**src/rtl/alu_word_seq.sv**
```systemverilog
// Sequences one wide operation through a shared BUS_WIDTH-bit combinational ALU,
// one slice per clock from the LSB slice, optionally chaining carry between slices.
module alu_word_seq #(
    parameter int unsigned BUS_WIDTH    = 8,
    parameter int unsigned PREFIX_WIDTH = 2,
    parameter int unsigned INST_WIDTH   = 3,
    parameter int unsigned NUM_WORDS    = 4
) (
    input  logic                                clk,
    input  logic                                rst,
    input  logic                                req_valid,
    output logic                                req_ready,
    input  logic [PREFIX_WIDTH+INST_WIDTH-1:0]  req_opcode,
    input  logic [BUS_WIDTH*NUM_WORDS-1:0]      req_a,
    input  logic [BUS_WIDTH*NUM_WORDS-1:0]      req_b,
    input  logic                                req_cin,
    input  logic                                req_chain,
    output logic                                rsp_valid,
    input  logic                                rsp_ready,
    output logic [BUS_WIDTH*NUM_WORDS-1:0]      rsp_y,
    output logic                                rsp_cout,
    output logic [PREFIX_WIDTH+INST_WIDTH-1:0]  alu_opcode,
    output logic [BUS_WIDTH-1:0]                alu_a,
    output logic [BUS_WIDTH-1:0]                alu_b,
    output logic                                alu_cin,
    input  logic [BUS_WIDTH-1:0]                alu_y,
    input  logic                                alu_cout
);

    localparam int unsigned OP_WIDTH  = PREFIX_WIDTH + INST_WIDTH;
    localparam int unsigned W         = BUS_WIDTH * NUM_WORDS;
    localparam int unsigned IDX_WIDTH = (NUM_WORDS > 1) ? $clog2(NUM_WORDS) : 1;
    localparam logic [IDX_WIDTH-1:0] LAST_IDX = IDX_WIDTH'(NUM_WORDS - 1);

    typedef enum logic [1:0] {StIdle, StRun, StDone} state_e;

    state_e                 state_q, state_d;
    logic [IDX_WIDTH-1:0]   idx_q, idx_d;
    logic [OP_WIDTH-1:0]    op_q, op_d;
    logic [W-1:0]           a_q, a_d;
    logic [W-1:0]           b_q, b_d;
    logic                   cin_q, cin_d;
    logic                   chain_q, chain_d;
    logic [W-1:0]           result_q, result_d;
    logic                   carry_q, carry_d;

    always_ff @(posedge clk) begin
        if (rst) begin
            state_q  <= StIdle;
            idx_q    <= '0;
            op_q     <= '0;
            a_q      <= '0;
            b_q      <= '0;
            cin_q    <= 1'b0;
            chain_q  <= 1'b0;
            result_q <= '0;
            carry_q  <= 1'b0;
        end else begin
            state_q  <= state_d;
            idx_q    <= idx_d;
            op_q     <= op_d;
            a_q      <= a_d;
            b_q      <= b_d;
            cin_q    <= cin_d;
            chain_q  <= chain_d;
            result_q <= result_d;
            carry_q  <= carry_d;
        end
    end

    always_comb begin
        state_d  = state_q;
        idx_d    = idx_q;
        op_d     = op_q;
        a_d      = a_q;
        b_d      = b_q;
        cin_d    = cin_q;
        chain_d  = chain_q;
        result_d = result_q;
        carry_d  = carry_q;
        unique case (state_q)
            StIdle: begin
                if (req_valid) begin
                    op_d     = req_opcode;
                    a_d      = req_a;
                    b_d      = req_b;
                    cin_d    = req_cin;
                    chain_d  = req_chain;
                    result_d = '0;
                    idx_d    = '0;
                    state_d  = StRun;
                end
            end
            StRun: begin
                result_d[idx_q*BUS_WIDTH +: BUS_WIDTH] = alu_y;
                carry_d = alu_cout;
                if (idx_q == LAST_IDX) begin
                    state_d = StDone;
                end else begin
                    idx_d = idx_q + 1'b1;
                end
            end
            StDone: begin
                if (rsp_ready) begin
                    state_d = StIdle;
                end
            end
            default: state_d = StIdle;
        endcase
    end

    // ALU inputs are only live during RUN so the shared ALU sees zeros otherwise.
    always_comb begin
        alu_opcode = '0;
        alu_a      = '0;
        alu_b      = '0;
        alu_cin    = 1'b0;
        if (state_q == StRun) begin
            alu_opcode = op_q;
            alu_a      = a_q[idx_q*BUS_WIDTH +: BUS_WIDTH];
            alu_b      = b_q[idx_q*BUS_WIDTH +: BUS_WIDTH];
            alu_cin    = (idx_q == '0 || !chain_q) ? cin_q : carry_q;
        end
    end

    assign req_ready = (state_q == StIdle);
    assign rsp_valid = (state_q == StDone);
    assign rsp_y     = result_q;
    assign rsp_cout  = carry_q;

endmodule

```
**config.mk**
```make
export PLATFORM = sky130hd
export DESIGN_NAME = alu_word_seq
export DESIGN_NICKNAME = d
export VERILOG_FILES = /design/src/rtl/alu_word_seq.sv
export SDC_FILE = /design/constraint.sdc
export NUM_CORES = 1
export LEC_CHECK = 0
export BUFFER_PORTS_ARGS = -buffer_cell sky130_fd_sc_hd__buf_4
export CORE_MARGIN = 4
export CORE_UTILIZATION = 55
export CTS_CLUSTER_DIAMETER = 200
export CTS_CLUSTER_SIZE = 14
export DETAILED_ROUTE_END_ITERATION = 16
export MAX_ROUTING_LAYER = met4
export PLACE_DENSITY = 0.9
export SYNTH_ARGS = -nofsm -noshare
export SYNTH_HDL_FRONTEND = slang
export SYNTH_SLANG_ARGS = --single-unit
```
**constraint.sdc**
```tcl
create_clock -name clk -period 5.27 [get_ports clk]
set_input_delay 1.054 -clock clk [delete_from_list [all_inputs] [get_ports clk]]
set_output_delay 1.054 -clock clk [all_outputs]
set_load 0.02 [all_outputs]
```
======== Word-level counts from Yosys, hierarchy flattened ========
Cells that the tools add are included.
cells by class
  add/subtract/negate cells ............... 2
  equal/unequal tests ..................... 7
  shift-type cells ........................ 4
  muxes and demuxes ....................... 15
  reduce and logical (&&, ||, !) cells .... 9
operators with widths
  cell                       count
  $pmux W32 S2               1
  $shiftx A32 B6 Y8          2
  $neg A5 Y34                1
  $shift A8 B34 Y32 const A  1
  $shiftx A8 B34 Y32         1
  $bwmux W32                 1
  $mux W32                   1
  $mux W8                    2
  $mux W2                    5
  $ne A2 B2 Y1 const B       3
  $pmux W2 S3                1
  $reduce_and A3 Y1          2
  $mux W5                    1
  $eq A2 B2 Y1 const B       2
  $logic_not A2 Y1           2
  $pmux W2 S2                1
  $reduce_and A2 Y1          2
  $add A2 B1 Y2 const B      1
  $eq A2 B1 Y1 const B       1
  $mux W1                    2
  $ne A2 B1 Y1 const B       1
  $reduce_bool A2 Y1         1
  $logic_not A1 Y1           1
  $logic_or A1 B1 Y1         1
storage, ports and cells
  register bits ........................... 108
  bits of input ports ..................... 84
  output and inout port bits .............. 57
  word-level logic and storage cells ...... 46

======== Longest topological paths before layout ========
  depth in word-level cells ............... 4
  gate-level depth with buffers ........... 8
  gate-level depth less buffers ........... 5

======== Worst setup path after synthesis ========
No wires, ideal clock.
  path type ............................... register to output
  start ................................... register idx_q[1]
  end ..................................... output alu_cin
  arrival time ............................ 1654 ps
  data required time ...................... 4216 ps
  path slack .............................. 2562 ps
  stages on the path, launching flop included .. 8
  buffers on the path ..................... 2
  path through ............................ dfxtp_1 buf_2 buf_2 inv_1 ha_1 nand2b_1 mux2i_1 nor2_1
between the ends
  longest elaborated chain between the ends .. 4
ends and longest elaborated chain
  item                      line  source
  start: declaration        38    logic [IDX_WIDTH-1:0] idx_q, idx_d;
  start signal: assignment  60    idx_q <= idx_d;
  $logic_not A2 Y1          122   alu_cin = (idx_q == '0 || !chain_q) ? cin_q : carry_q;
  $logic_or A1 B1 Y1        122
  $mux W1                   122
  $mux W1                   118   if (state_q == StRun) begin
  end: declaration          25    output logic alu_cin,
Every way passes these cells.

======== Worst setup path in the final report ========
Ends and elaborated chain as after synthesis.

==> impl_metrics.env <==
export IMPL_synth_cells=492
export IMPL_syn_area_um2=4600
export IMPL_clockRootBuffer="clkbuf_8"
export IMPL_finalCritPeriodShare=0.659
export IMPL_fin_skew_ns=0.0102
export IMPL_wire_per_inst_um=15.5
export IMPL_drt_iter0_drc=187
export IMPL_rows=33
export IMPL_p_leak_nw=2.39
export IMPL_dp_hpwl_um=7840
export IMPL_final_common_cell="nand2_1"
export IMPL_grt_pass1_wl_um=18300
export IMPL_area_growth_synth_to_final_pct=24.7
export IMPL_die_w_um=99.5
export IMPL_post_cts_resized=0
export IMPL_status="complete, no violations"
export IMPL_layout_common_cells="147 x nand2_1, 144 x buf_4, 108 x dfxtp_1, 74 x a21oi_1, 21 x and2_1"
export IMPL_die_h_um=99.5
export IMPL_finalSetupViolations=0
export IMPL_totalWireLength_um=11200
export IMPL_grt_max_degree=97
export IMPL_clk_latency_ns=0.37
export IMPL_crit_type="flop to primary output"
export IMPL_ctsHoldBuffers=0
export IMPL_path_cells="inv_1 > ha_1 > nand2b_1 > mux2i_1 > nor2_1 > buf_4"
export IMPL_critPathMaxFanout=22
export IMPL_grtUsageTotal=0.235
export IMPL_crit_required_ns=4.22
export IMPL_hold_viol=0
export IMPL_clkTransAtPathRegs_ns=0.10
export IMPL_avgSynthCellArea_um2=9.35
export IMPL_clockBufferDepth=2
export IMPL_tightest_slew_ns=1.02
export IMPL_cts_sinks=108
export IMPL_slew_violations=0
export IMPL_hold_path_class="flop to flop"
export IMPL_synth_flop_cell="dfxtp_1"
export IMPL_synth_area_leaders="dfxtp_1 47%, nand2_1 12%, a21oi_1 8.0%, mux4_2 7.8%, a22o_1 3.0%"
export IMPL_post_cts_setup_buffer_count=0
export IMPL_via_count=3926
export IMPL_synth_cell_types=33
export IMPL_io_pins=141
export IMPL_endpoint_kind="primary output"
export IMPL_critPathMaxStageDelay_ns=0.97
export IMPL_final_core_util=0.702
export IMPL_placed_area_um2=5530
export IMPL_drc_errors=0
export IMPL_ir_drop_v=0.000161
export IMPL_fmaxAchievable_mhz=288
export IMPL_seq_area_frac_synth=0.470
export IMPL_grt_pass1_vias=3837
export IMPL_cp_slowest_cell="dfxtp_1"
export IMPL_grt_antenna_before_repair=0
export IMPL_vias_per_cell=5.45
export IMPL_worstPathArrival_ns=2.42
export IMPL_cp_start_kind="flop"
export IMPL_synth_top_area_frac=0.470
export IMPL_max_cap_violations=0
export IMPL_place_gp_congestion=0.829
export IMPL_nFillCells=605
export IMPL_syn_num_nets=582
export IMPL_totalPowerFinal_mw=1.62
export IMPL_cts_htree_levels=3
export IMPL_async_flop_share=0
export IMPL_coreArea_um2=8180
export IMPL_antenna_left=0
export IMPL_drive_gt1_frac=0.304
export IMPL_layout_nets=701
export IMPL_p_per_area_nw_per_um2=283
export IMPL_multi_input_area_um2=2140
export IMPL_dieArea_um2=9890
export IMPL_yosys_area_top_type="dfxtp_1"
export IMPL_fin_area_um2=5740
export IMPL_portBuffers=140
export IMPL_maxSlewHeadroom=0.320
export IMPL_register_area_um2=2160
export IMPL_n_antenna_cell=0
export IMPL_synth_seq_cells=108
export IMPL_grt_overflow_total=0
export IMPL_rsz0062_at_grt="no"
export IMPL_synth_edf_count=0
export IMPL_drt_first_pass_iters=4
export IMPL_setup_tns_ns=0
export IMPL_start_util=0.563
export IMPL_cts_made_buffers=9
export IMPL_yosysWarnings=0
export IMPL_cts_tree="yes"
export IMPL_post_route_min_period_ns=3.47
per-layer routing:
layer  up-vias  GRT usage  wire (µm)
met5         -          -          0
met4         0     0.0788        271
met3        23     0.0561        695
met2       130      0.384       5690
met1      1867      0.286       4550
li1       1906          -          -
final cells by class:
cell class,instances,area share
Sequential cell,108,0.377
Clock buffer,12,0.0270
Tap cell,105,0.0229
Multi-Input combinational cell,345,0.373
Inverter,3,0.00196
Clock inverter,4,0.00960
Timing Repair Buffer,144,0.188
worst paths after layout:
kind | endpoint | slack (ns) | cells past startpoint | startpoint
worst max register to register | rsp_y[30]$_SDFFE_PP0P_ | 2.85 | 5 | idx_q[1]$_SDFFE_PP0P_
worst min-delay path | op_q[2]$_SDFFE_PP0P_ | 0.46 | 2 | op_q[2]$_SDFFE_PP0P_
worst min register to register | op_q[2]$_SDFFE_PP0P_ | 0.46 | 2 | op_q[2]$_SDFFE_PP0P_
worst max-delay path | alu_cin | 1.80 | 6 | idx_q[1]$_SDFFE_PP0P_
critical path: cells and delay by family, from the launching register on:
family | cells | cell delay (ns)
mux | 1 | 0.12
simple gates | 2 | 0.28
flops | 1 | 0.97
fa+ha+maj | 1 | 0.30
buf+inv | 2 | 0.38
stage by stage:
step,hold WS [ns],cells,worst slack (ns)
2_1_floorplan,0.432,492,2.56
3_3_place_gp,0.440,705,2.29
3_5_place_dp,0.447,705,2.22
4_1_cts,0.460,721,1.79
5_1_grt,0.479,721,1.63
6_report,0.458,721,1.80
synthesized netlist by cell type (all sizes together) (6+ instances only):
cell type  count
nand2        147
dfxtp        108
a21oi         78
buf           26
and2          21
a22o          16
mux4          16
o2bb2ai       16
nand2b        11
clkbuf        10
nor2b          9
ha             6
power by group:
| group | switching, mW | internal, mW |
|---|---|---|
| Clock | 0.277 | 0.250 |
| Sequential | 0.0256 | 0.852 |
| Combinational | 0.111 | 0.106 |
sequential cells by signal, summed over array words and instances, names as in the netlist, 2 cells and up:
signal   flops
b_q         32
rsp_y       32
idx_q        2
a_q         32
state_q      2
op_q         5
logic make-up (layout without fill, tap and decap cells):
group                    Yosys count  count (layout)  synth area share
multiplexers                      21              21            0.0911
flip-flops                       108             108             0.470
AO/OA/AOI/OAI                    114             114             0.157
buffers and inverters             39             163            0.0661
AND/OR/NAND/NOR                  204             204             0.200
adder cells (fa/ha/maj)            6               6            0.0163
(Power assumes the default switching activity.)
